### config.mk
export PLATFORM = sky130hd
export DESIGN_NAME = sat_add_arbiter
export DESIGN_NICKNAME = d
export VERILOG_FILES = /design/src/rtl/sat_add_arbiter.sv
export SDC_FILE = /design/constraint.sdc
export NUM_CORES = 1
export LEC_CHECK = 0
export ABC_CLOCK_PERIOD_IN_PS = 5100
export BUFFER_PORTS_ARGS = -buffer_cell sky130_fd_sc_hd__buf_2
export CORE_AREA = 2 2 101 122
export CTS_BUF_LIST = sky130_fd_sc_hd__clkbuf_4
export DETAILED_ROUTE_END_ITERATION = 6
export DIE_AREA = 0 0 103 124
export GPL_TIMING_DRIVEN = 1
export PLACE_DENSITY = 0.82
export SLEW_MARGIN = 30
export SYNTH_ARGS = -nofsm -noshare
export SYNTH_HDL_FRONTEND = slang
export SYNTH_SLANG_ARGS = --single-unit
### constraint.sdc
create_clock -name clk -period 5.1 [get_ports clk]
set_input_delay 1.53 -clock clk [delete_from_list [all_inputs] [get_ports clk]]
set_output_delay 1.53 -clock clk [all_outputs]
set_load 0.05 [all_outputs]
### src/rtl/sat_add_arbiter.sv
// One N-bit signed saturating adder shared round-robin by NREQ requesters.
// Result registered with 1-cycle latency; a stalled output register blocks every requester.
module sat_add_arbiter #(
  parameter int N    = 25,
  parameter int NREQ = 4,
  parameter int IDW  = 2,
  parameter int CNTW = 16
) (
  input  logic              clk,
  input  logic              reset_n,
  input  logic [NREQ-1:0]   req_valid,
  output logic [NREQ-1:0]   req_ready,
  input  logic [NREQ*N-1:0] req_a,
  input  logic [NREQ*N-1:0] req_b,
  output logic              res_valid,
  input  logic              res_ready,
  output logic [N-1:0]      res_data,
  output logic [IDW-1:0]    res_id,
  output logic              res_sat,
  output logic [CNTW-1:0]   sat_cnt,
  input  logic              sat_clr,
  output logic              busy
);

  localparam logic [N-1:0] POS_MAX = {1'b0, {(N-1){1'b1}}};
  localparam logic [N-1:0] NEG_MAX = {1'b1, {(N-2){1'b0}}, 1'b1};

  logic [IDW-1:0]  rr_ptr_q, rr_ptr_d;
  logic            res_valid_q, res_valid_d;
  logic [N-1:0]    res_data_q, res_data_d;
  logic [IDW-1:0]  res_id_q, res_id_d;
  logic            res_sat_q, res_sat_d;
  logic [CNTW-1:0] sat_cnt_q, sat_cnt_d;

  logic           can_acc;
  logic           gnt_vld;
  logic [IDW-1:0] gnt_idx;
  logic           hs;
  logic [N-1:0]   a_sel, b_sel, raw_sum, sum_sat;
  logic           pos_ovf, neg_ovf;

  assign can_acc = !res_valid_q || res_ready;

  // Search starts at rr_ptr and wraps, so the last winner becomes lowest priority.
  always_comb begin
    int             cand;
    logic [IDW-1:0] cidx;
    cand    = 0;
    cidx    = '0;
    gnt_vld = 1'b0;
    gnt_idx = '0;
    for (int k = 0; k < NREQ; k++) begin
      cand = int'(rr_ptr_q) + k;
      if (cand >= NREQ) cand = cand - NREQ;
      cidx = IDW'(cand);
      if (!gnt_vld && req_valid[cidx]) begin
        gnt_vld = 1'b1;
        gnt_idx = cidx;
      end
    end
  end

  assign hs = gnt_vld && can_acc;

  always_comb begin
    req_ready = '0;
    for (int i = 0; i < NREQ; i++) begin
      req_ready[i] = hs && (gnt_idx == IDW'(i));
    end
  end

  assign a_sel   = req_a[gnt_idx*N +: N];
  assign b_sel   = req_b[gnt_idx*N +: N];
  assign raw_sum = a_sel + b_sel;
  assign pos_ovf = !a_sel[N-1] && !b_sel[N-1] &&  raw_sum[N-1];
  assign neg_ovf =  a_sel[N-1] &&  b_sel[N-1] && !raw_sum[N-1];

  always_comb begin
    sum_sat = raw_sum;
    if (pos_ovf)      sum_sat = POS_MAX;
    else if (neg_ovf) sum_sat = NEG_MAX;
  end

  always_comb begin
    rr_ptr_d    = rr_ptr_q;
    res_valid_d = res_valid_q && !res_ready;
    res_data_d  = res_data_q;
    res_id_d    = res_id_q;
    res_sat_d   = res_sat_q;
    sat_cnt_d   = sat_cnt_q;
    if (hs) begin
      res_valid_d = 1'b1;
      res_data_d  = sum_sat;
      res_id_d    = gnt_idx;
      res_sat_d   = pos_ovf || neg_ovf;
      rr_ptr_d    = (gnt_idx == IDW'(NREQ-1)) ? '0 : gnt_idx + IDW'(1);
      if ((pos_ovf || neg_ovf) && !(&sat_cnt_q)) sat_cnt_d = sat_cnt_q + CNTW'(1);
    end
    if (sat_clr) sat_cnt_d = '0;
  end

  always_ff @(posedge clk or negedge reset_n) begin
    if (!reset_n) begin
      rr_ptr_q    <= '0;
      res_valid_q <= 1'b0;
      res_data_q  <= '0;
      res_id_q    <= '0;
      res_sat_q   <= 1'b0;
      sat_cnt_q   <= '0;
    end else begin
      rr_ptr_q    <= rr_ptr_d;
      res_valid_q <= res_valid_d;
      res_data_q  <= res_data_d;
      res_id_q    <= res_id_d;
      res_sat_q   <= res_sat_d;
      sat_cnt_q   <= sat_cnt_d;
    end
  end

  assign res_valid = res_valid_q;
  assign res_data  = res_data_q;
  assign res_id    = res_id_q;
  assign res_sat   = res_sat_q;
  assign sat_cnt   = sat_cnt_q;
  assign busy      = res_valid_q || (|req_valid);

endmodule

Word level (Yosys, flattened, before mapping)
Index checks and enable logic that the tools add are counted.
Operators by class
  shift operators: 2
  add/subtract/negate cells: 10
  multiplexer cells: 27
  multipliers: 1
  equality and inequality tests: 3
  reductions and logical operators: 32
  magnitude comparators: 8
Operators by type and width (count)
  variable part select 100 x 8 -> 25 bit: 2
  two-way mux 25 bit: 2
  two-way mux 16 bit: 3
  adder 25 bit: 1
  two-way mux 2 bit: 9
  adder 16 x 1 -> 16 bit, second input constant: 1
  AND reduction 16 bit: 1
  logical AND 1 bit: 14
  < comparator 2 x 3 -> 1 bit, second input constant: 4
  greater-or-equal comparator 3 bit, second input constant: 3
  zero test 1 bit: 9
  two-way mux 1 bit: 9
  binary-select mux 1 bit (select 2 bit): 4
  subtractor 2 x 1 -> 2 bit, second input constant: 4
  multiplier 2 x 5 -> 7 bit, second input constant: 1
  adder 2 x 2 -> 3 bit, second input constant: 2
  == test 2 bit, second input constant: 2
  nonzero test 2 bit: 2
  OR reduction 4 bit: 1
  adder 2 x 1 -> 3 bit, second input constant: 1
  greater-or-equal comparator 2 x 3 -> 1 bit, second input constant: 1
  logical OR 1 bit: 3
  adder 2 x 1 -> 2 bit, second input constant: 1
  == test 2 x 1 -> 1 bit, second input constant: 1
  other kinds (2): 2
Storage, ports and cells
  input port bits: 208
  output and inout port bits: 50
  flip-flop bits (word level): 47

Longest topological paths before layout
  depth in word-level cells: 24
  mapped depth: 20
  gate-level depth less buffers: 17

Worst setup path before layout
No wires, ideal clock.
  path kind: input port to flip-flop
  from: input req_valid[3]
  to: register sat_cnt_q[12], in the netlist sat_cnt[12]
  setup time: 125 ps
  slack: -166 ps
  path buffers: 3
  arrival time: 5141 ps
  stages: 19
  cells stage by stage: nor2b_1 -> a21oi_1 -> o22ai_1 -> a21oi_1 -> nand2_1 -> inv_1 -> clkbuf_1 -> buf_1 -> a31oi_1 -> ha_1 -> fa_1 -> a211oi_1 -> o211ai_2 -> nand3_1 -> and4b_1 -> nor3_4 -> buf_6 -> a21oi_1 -> mux2_2
On the way
  cells in the longest elaborated chain, start to end: 21
  elaborated cells on any way between the ends: 39
  those cells by class: add/sub: 1; mul: 1; shift: 2; mux: 16; reduce/logical: 19
RTL lines
  start, declared: line 11  | input logic [NREQ-1:0] req_valid,
  binary-select mux 1 bit (select 2 bit): line 56  | if (!gnt_vld && req_valid[cidx]) begin
  two-way mux 1 bit (implied by the code): line 56
  two-way mux 1 bit: line 56
  zero test 1 bit: line 56
  logical AND 1 bit: line 56
  two-way mux 1 bit: line 56
  zero test 1 bit: line 56
  logical AND 1 bit: line 56
  [5 not listed]
  variable part select 100 x 8 -> 25 bit (on tied branches): line 72, 73
  adder 25 bit or zero test 1 bit (tied branches): line 74, 75
  zero test 1 bit or logical AND 1 bit (tied branches): line 76, 75
  logical AND 1 bit (on tied branches): line 76, 75
  logical OR 1 bit: line 97  | if ((pos_ovf || neg_ovf) && !(&sat_cnt_q)) sat_cnt_d = sat_cnt_q + CNTW'(1);
  logical AND 1 bit: line 97
  nonzero test 2 bit (no source line)
  AND reduction 2 bit (no source line) (*)
  end signal, assigned: line 116  | sat_cnt_q <= sat_cnt_d;
  end, declared: line 33  | logic [CNTW-1:0] sat_cnt_q, sat_cnt_d;
Every way passes the cells marked *; elsewhere a longest branch is shown, timed or not. The select of a mux whose other input is x is not followed.
A chain may end at the register's enable or synchronous reset.

Final worst setup path
  from: input req_valid[3]
  to: register res_data_q[10], in the netlist res_data[10]
On the way
  cells in the longest elaborated chain, start to end: 19
  elaborated cells on any way between the ends: 36
  those cells by class: add/sub: 1; mul: 1; shift: 2; mux: 18; reduce/logical: 14
RTL lines
  binary-select mux 1 bit (select 2 bit): line 56
  two-way mux 1 bit (implied by the code): line 56
  two-way mux 1 bit: line 56
  zero test 1 bit: line 56
  logical AND 1 bit: line 56
  two-way mux 1 bit: line 56
  zero test 1 bit: line 56
  logical AND 1 bit: line 56
  [3 not listed]
  two-way mux 2 bit: line 56
  multiplier 2 x 5 -> 7 bit: line 72, 73
  variable part select 100 x 8 -> 25 bit (on tied branches): line 72, 73
  adder 25 bit: line 74  | assign raw_sum = a_sel + b_sel;
  zero test 1 bit: line 76  | assign neg_ovf = a_sel[N-1] && b_sel[N-1] && !raw_sum[N-1];
  logical AND 1 bit: line 76
  two-way mux 25 bit: line 81  | else if (neg_ovf) sum_sat = NEG_MAX;
  two-way mux 25 bit: line 80  | if (pos_ovf) sum_sat = POS_MAX;
  end signal, assigned: line 113  | res_data_q <= res_data_d;
  end, declared: line 30  | logic [N-1:0] res_data_q, res_data_d;
Parallel ways exist; a longest one is shown, timed or not. The select of a mux whose other input is x is not followed.

==> reports/qor.csv <==
metric;value;unit
area share of the leading cell type in the synthesized netlist;21.2;%
normalized max-slew margin;51.1;%
vias in the first global route;6845;
Synth area leaders;sky130_fd_sc_hd__dfrtp_1, sky130_fd_sc_hd__nand2_1, sky130_fd_sc_hd__and3_1;
reported max-cap violation count;0;
number of distinct standard cells referenced by the synthesized netlist;63;
overall overflow remaining after global route;0;
Ys Warns;0;
sequential share of the synthesized area;21.2;%
dominant cell type by area after synthesis;sky130_fd_sc_hd__dfrtp_1;
endpoint of the lowest-slack register-to-register path;res_data[10];
global-route usage over all layers;29.7;%
delay-heaviest family, CP;compound AO/OA/AOI/OAI gates;
required time at the worst-slack endpoint;5400;ps
die height;124;um
logic depth of the worst register-to-register path;23;
final worst-path setup slack;-44.8;ps
LEAKAGE;4.42;nW
Die Area;12800;um2
clock buffers created by TritonCTS;5;
NetSw;0.00326;W
remaining routing DRC violations;0;
Period Utilization, post-route;101;%
CTS tree;built;
worst-case clock buffer depth;2;
cell with the largest stage delay on the worst path;sky130_fd_sc_hd__a221oi_4;
net switching fraction of the power;51.7;%
part of the total power dissipated in combinational logic;88.0;%
cell area after synthesis;5540;um2
arrival time of data at the critical path endpoint;5440;ps
net count reported at finish;1419;
routability cong.;0.879;
number of synthesized flops with an enable pin;0;
average via count per standard cell;5.70;
worst min-delay path class;reg2reg;
most common cell after layout, fill and taps aside;sky130_fd_sc_hd__buf_2;
most repeated library cell on the critical path;sky130_fd_sc_hd__buf_4;
endpoint of the worst hold-timing path;res_data[3];
CTS Sinks;47;
total number of placement rows;43;
CP cell instances;buf_2 -> nor2b_1 -> nand2_1 -> o21ai_1 -> a221oi_4 -> buf_4 -> buf_6 -> buf_12 -> buf_4 -> nand2_1 -> and3_1 -> a31oi_1 -> ha_1 -> a21oi_1 -> o211ai_2 -> nand3_4 -> a311oi_2 -> buf_4 -> nor4_4 -> buf_4 -> buf_12 -> buf_8 -> nand4_1 -> a21oi_1;
core footprint;11500;um2
Post-Syn Instances;818;
1st-pass router iterations;5;
Internal Dissipation;0.00304;W
Most used DFF post-synth;sky130_fd_sc_hd__dfrtp_1;
initial core utilization;48.1;%
clock latency on the worst-skew pair;370;ps
failing checks;negative setup slack;
number of I/O port buffers;257;
number of endpoints failing setup at the final stage;12;
Syn Nets;1058;
detail-routed net length per standard cell;16.1;um
count of final hold-check violations;0;
layout overhead on the synthesized area;51.2;%
Post-Route Utilization;72.8;%
vias after detailed routing;7621;
count of H-tree levels built during CTS;2;
category of the critical setup timing path;in2reg;
startpoint of the worst register-to-register path;rr_ptr_q[0];
r2r setup slk;670;ps
Hold Crit Depth;2;
worst-margin pin slew;731;ps
crit-path max cell delay;360;ps
number of buffers inserted by hold repair at cts;0;
io pins;258;
number of violations reported at the end of detailed-routing iteration 0;600;
initial antenna violation count;2;
Final Max Tran Viols;0;
worst voltage drop across the vdd grid;0.000330;V
time the final worst path needs with I/O delays and setup;5140;ps
areal power density over the cells;751;nW/um2
relative contribution of sequential cells to total power;9.4;%
highest achievable clock rate;194;MHz
run status;finished with violations;
CTS clk-pin slew, worst paths;120;ps
min-delay src;res_data[3];
startpoint kind of the worst setup timing path;input pin;
maximum net fanout on the critical path;15;
cell at the root of the clock tree;sky130_fd_sc_hd__clkbuf_4;
clock network fraction of total power;2.6;%
commonest non-fill, non-tap cells in the layout;sky130_fd_sc_hd__buf_2, sky130_fd_sc_hd__nand2_1, sky130_fd_sc_hd__buf_4;
sum of buffers and inverters on the critical path;9;
setup skew after layout;6.97;ps
async set-or-reset flop fraction in the synthesized netlist;100;%
post-detailed-route count of antenna-violating nets;0;
die outline width;103;um
Worst setup EP type;register;
wire length of the first global-routing pass;30800;um
pin count of the biggest net entering global routing;48;
total wire length after detailed routing;21600;um
register bit count reported by yosys;47;
final hold slack;496;ps
synthesized area per cell;6.78;um2
dpl hpwl;16200;um
share of cells above drive strength 1;39.8;%
-- cells in the mapped netlist (5+ instances only) --
| cell | n |
|---|---|
| sky130_fd_sc_hd__nand2_1 | 241 |
| sky130_fd_sc_hd__and3_1 | 62 |
| sky130_fd_sc_hd__a21oi_1 | 60 |
| sky130_fd_sc_hd__a31oi_1 | 51 |
| sky130_fd_sc_hd__dfrtp_1 | 47 |
| sky130_fd_sc_hd__nor2_1 | 47 |
| sky130_fd_sc_hd__clkbuf_1 | 33 |
| sky130_fd_sc_hd__ha_1 | 31 |
| sky130_fd_sc_hd__o21ai_0 | 27 |
| sky130_fd_sc_hd__nor2b_1 | 20 |
| sky130_fd_sc_hd__nand3_1 | 19 |
| sky130_fd_sc_hd__mux2_2 | 15 |
| sky130_fd_sc_hd__nand4_1 | 15 |
| sky130_fd_sc_hd__mux2i_1 | 13 |
| sky130_fd_sc_hd__buf_2 | 11 |
| sky130_fd_sc_hd__nor3_1 | 10 |
| sky130_fd_sc_hd__a21o_1 | 9 |
| sky130_fd_sc_hd__xor2_1 | 8 |
| sky130_fd_sc_hd__buf_1 | 6 |
| sky130_fd_sc_hd__nand2b_1 | 6 |
| sky130_fd_sc_hd__or3_1 | 6 |
| sky130_fd_sc_hd__a211oi_1 | 5 |
| sky130_fd_sc_hd__inv_1 | 5 |
| sky130_fd_sc_hd__o21ai_1 | 5 |
| sky130_fd_sc_hd__xnor2_1 | 5 |
-- worst reg2reg max path: stages, from the launching register on --
cell,delay (ps)
sky130_fd_sc_hd__dfrtp_1,450
sky130_fd_sc_hd__nor2b_1,170
sky130_fd_sc_hd__nand2_1,60
sky130_fd_sc_hd__o21ai_1,90
sky130_fd_sc_hd__a221oi_4,360
sky130_fd_sc_hd__buf_4,180
sky130_fd_sc_hd__buf_6,130
sky130_fd_sc_hd__buf_12,150
sky130_fd_sc_hd__buf_4,120
sky130_fd_sc_hd__nand2_1,50
sky130_fd_sc_hd__and3_1,170
sky130_fd_sc_hd__a31oi_1,220
sky130_fd_sc_hd__ha_1,310
sky130_fd_sc_hd__a21oi_1,280
sky130_fd_sc_hd__o211ai_2,190
sky130_fd_sc_hd__nand3_4,150
sky130_fd_sc_hd__a311oi_2,100
sky130_fd_sc_hd__buf_4,170
sky130_fd_sc_hd__nor4_4,260
sky130_fd_sc_hd__buf_4,190
sky130_fd_sc_hd__buf_12,140
sky130_fd_sc_hd__buf_8,150
sky130_fd_sc_hd__nand4_1,130
sky130_fd_sc_hd__a21oi_1,160
-- layout make-up --
cell class	count	area, um2
multi-input cells	710	4310
fillers	966	3130
repair buffers	409	2630
flip-flops and latches	47	1180
well taps	157	196
clock buffers	6	45.0
inverters	6	22.5
diodes	2	5.00
-- registers in the layout, indices dropped and copies added, names as in the netlist --
name	cells
res_data	25
sat_cnt	16
res_id	2
rr_ptr_q	2
res_sat	1
res_valid	1
-- stage by stage --
stage          setup WS [ps]  TNS, ps  area, um2  total power (W)  std cells
5_1_grt                 -175    -4490       8380          0.00674       1337
2_1_floorplan           34.6        0       5560          0.00372        818
3_3_place_gp            -293    -7890       7880          0.00544       1306
3_5_place_dp            -430   -14480       7880          0.00555       1306
6_report               -44.8     -173       8380          0.00630       1337
4_1_cts                 56.9        0       7930          0.00575       1312
-- metal layers --
layer / part of all wire, % / vias to the layer above / global-route usage [%] / wire length (um)
met5: 0 / - / 0 / 0
met4: 4.2 / 0 / 12.5 / 910
met1: 38 / 3490 / 37.1 / 8130
met3: 6.8 / 83 / 2.81 / 1460
met2: 51 / 430 / 51.9 / 11100
li1: - / 3618 / - / -
-- worst max path at each step --
stage,start,end,slack (ps),depth (start not counted)
2_1_floorplan,req_valid[3],sat_cnt[12],30,19
3_3_place_gp,req_valid[3],res_data[22],-290,20
3_5_place_dp,req_valid[3],res_sat,-430,22
4_1_cts,req_valid[3],sat_cnt[0],60,21
5_1_grt,req_valid[3],res_data[24],-170,24
6_report,req_valid[3],res_data[10],-40,24
-- power groups by stage --
stage	clock [W]	sequential, W	combinational, W
2_1_floorplan	0	0.000969	0.00275
3_3_place_gp	0	0.000588	0.00485
3_5_place_dp	0	0.000593	0.00496
4_1_cts	0.000171	0.000586	0.00499
5_1_grt	0.000186	0.000603	0.00595
6_report	0.000166	0.000589	0.00554
-- what timing repair did --
item,in CTS,in global routing
setup endpoints to repair,2,44
gates cloned,0,5
setup buffers,0,18
endpoints found under the hold margin,0,0
pin swaps,0,14
gates resized for setup,2,44
-- kinds of logic after synthesis --
kind of cell / synth area share [%]
AND/OR/NAND/NOR: 38.0
AO/OA/AOI/OAI: 20.8
buffers and inverters: 4.70
flip-flops: 21.2
adder cells (fa/ha/maj): 7.36
multiplexers: 5.80
XOR/XNOR: 2.05
Note: power is estimated with default switching activity, not from simulation.
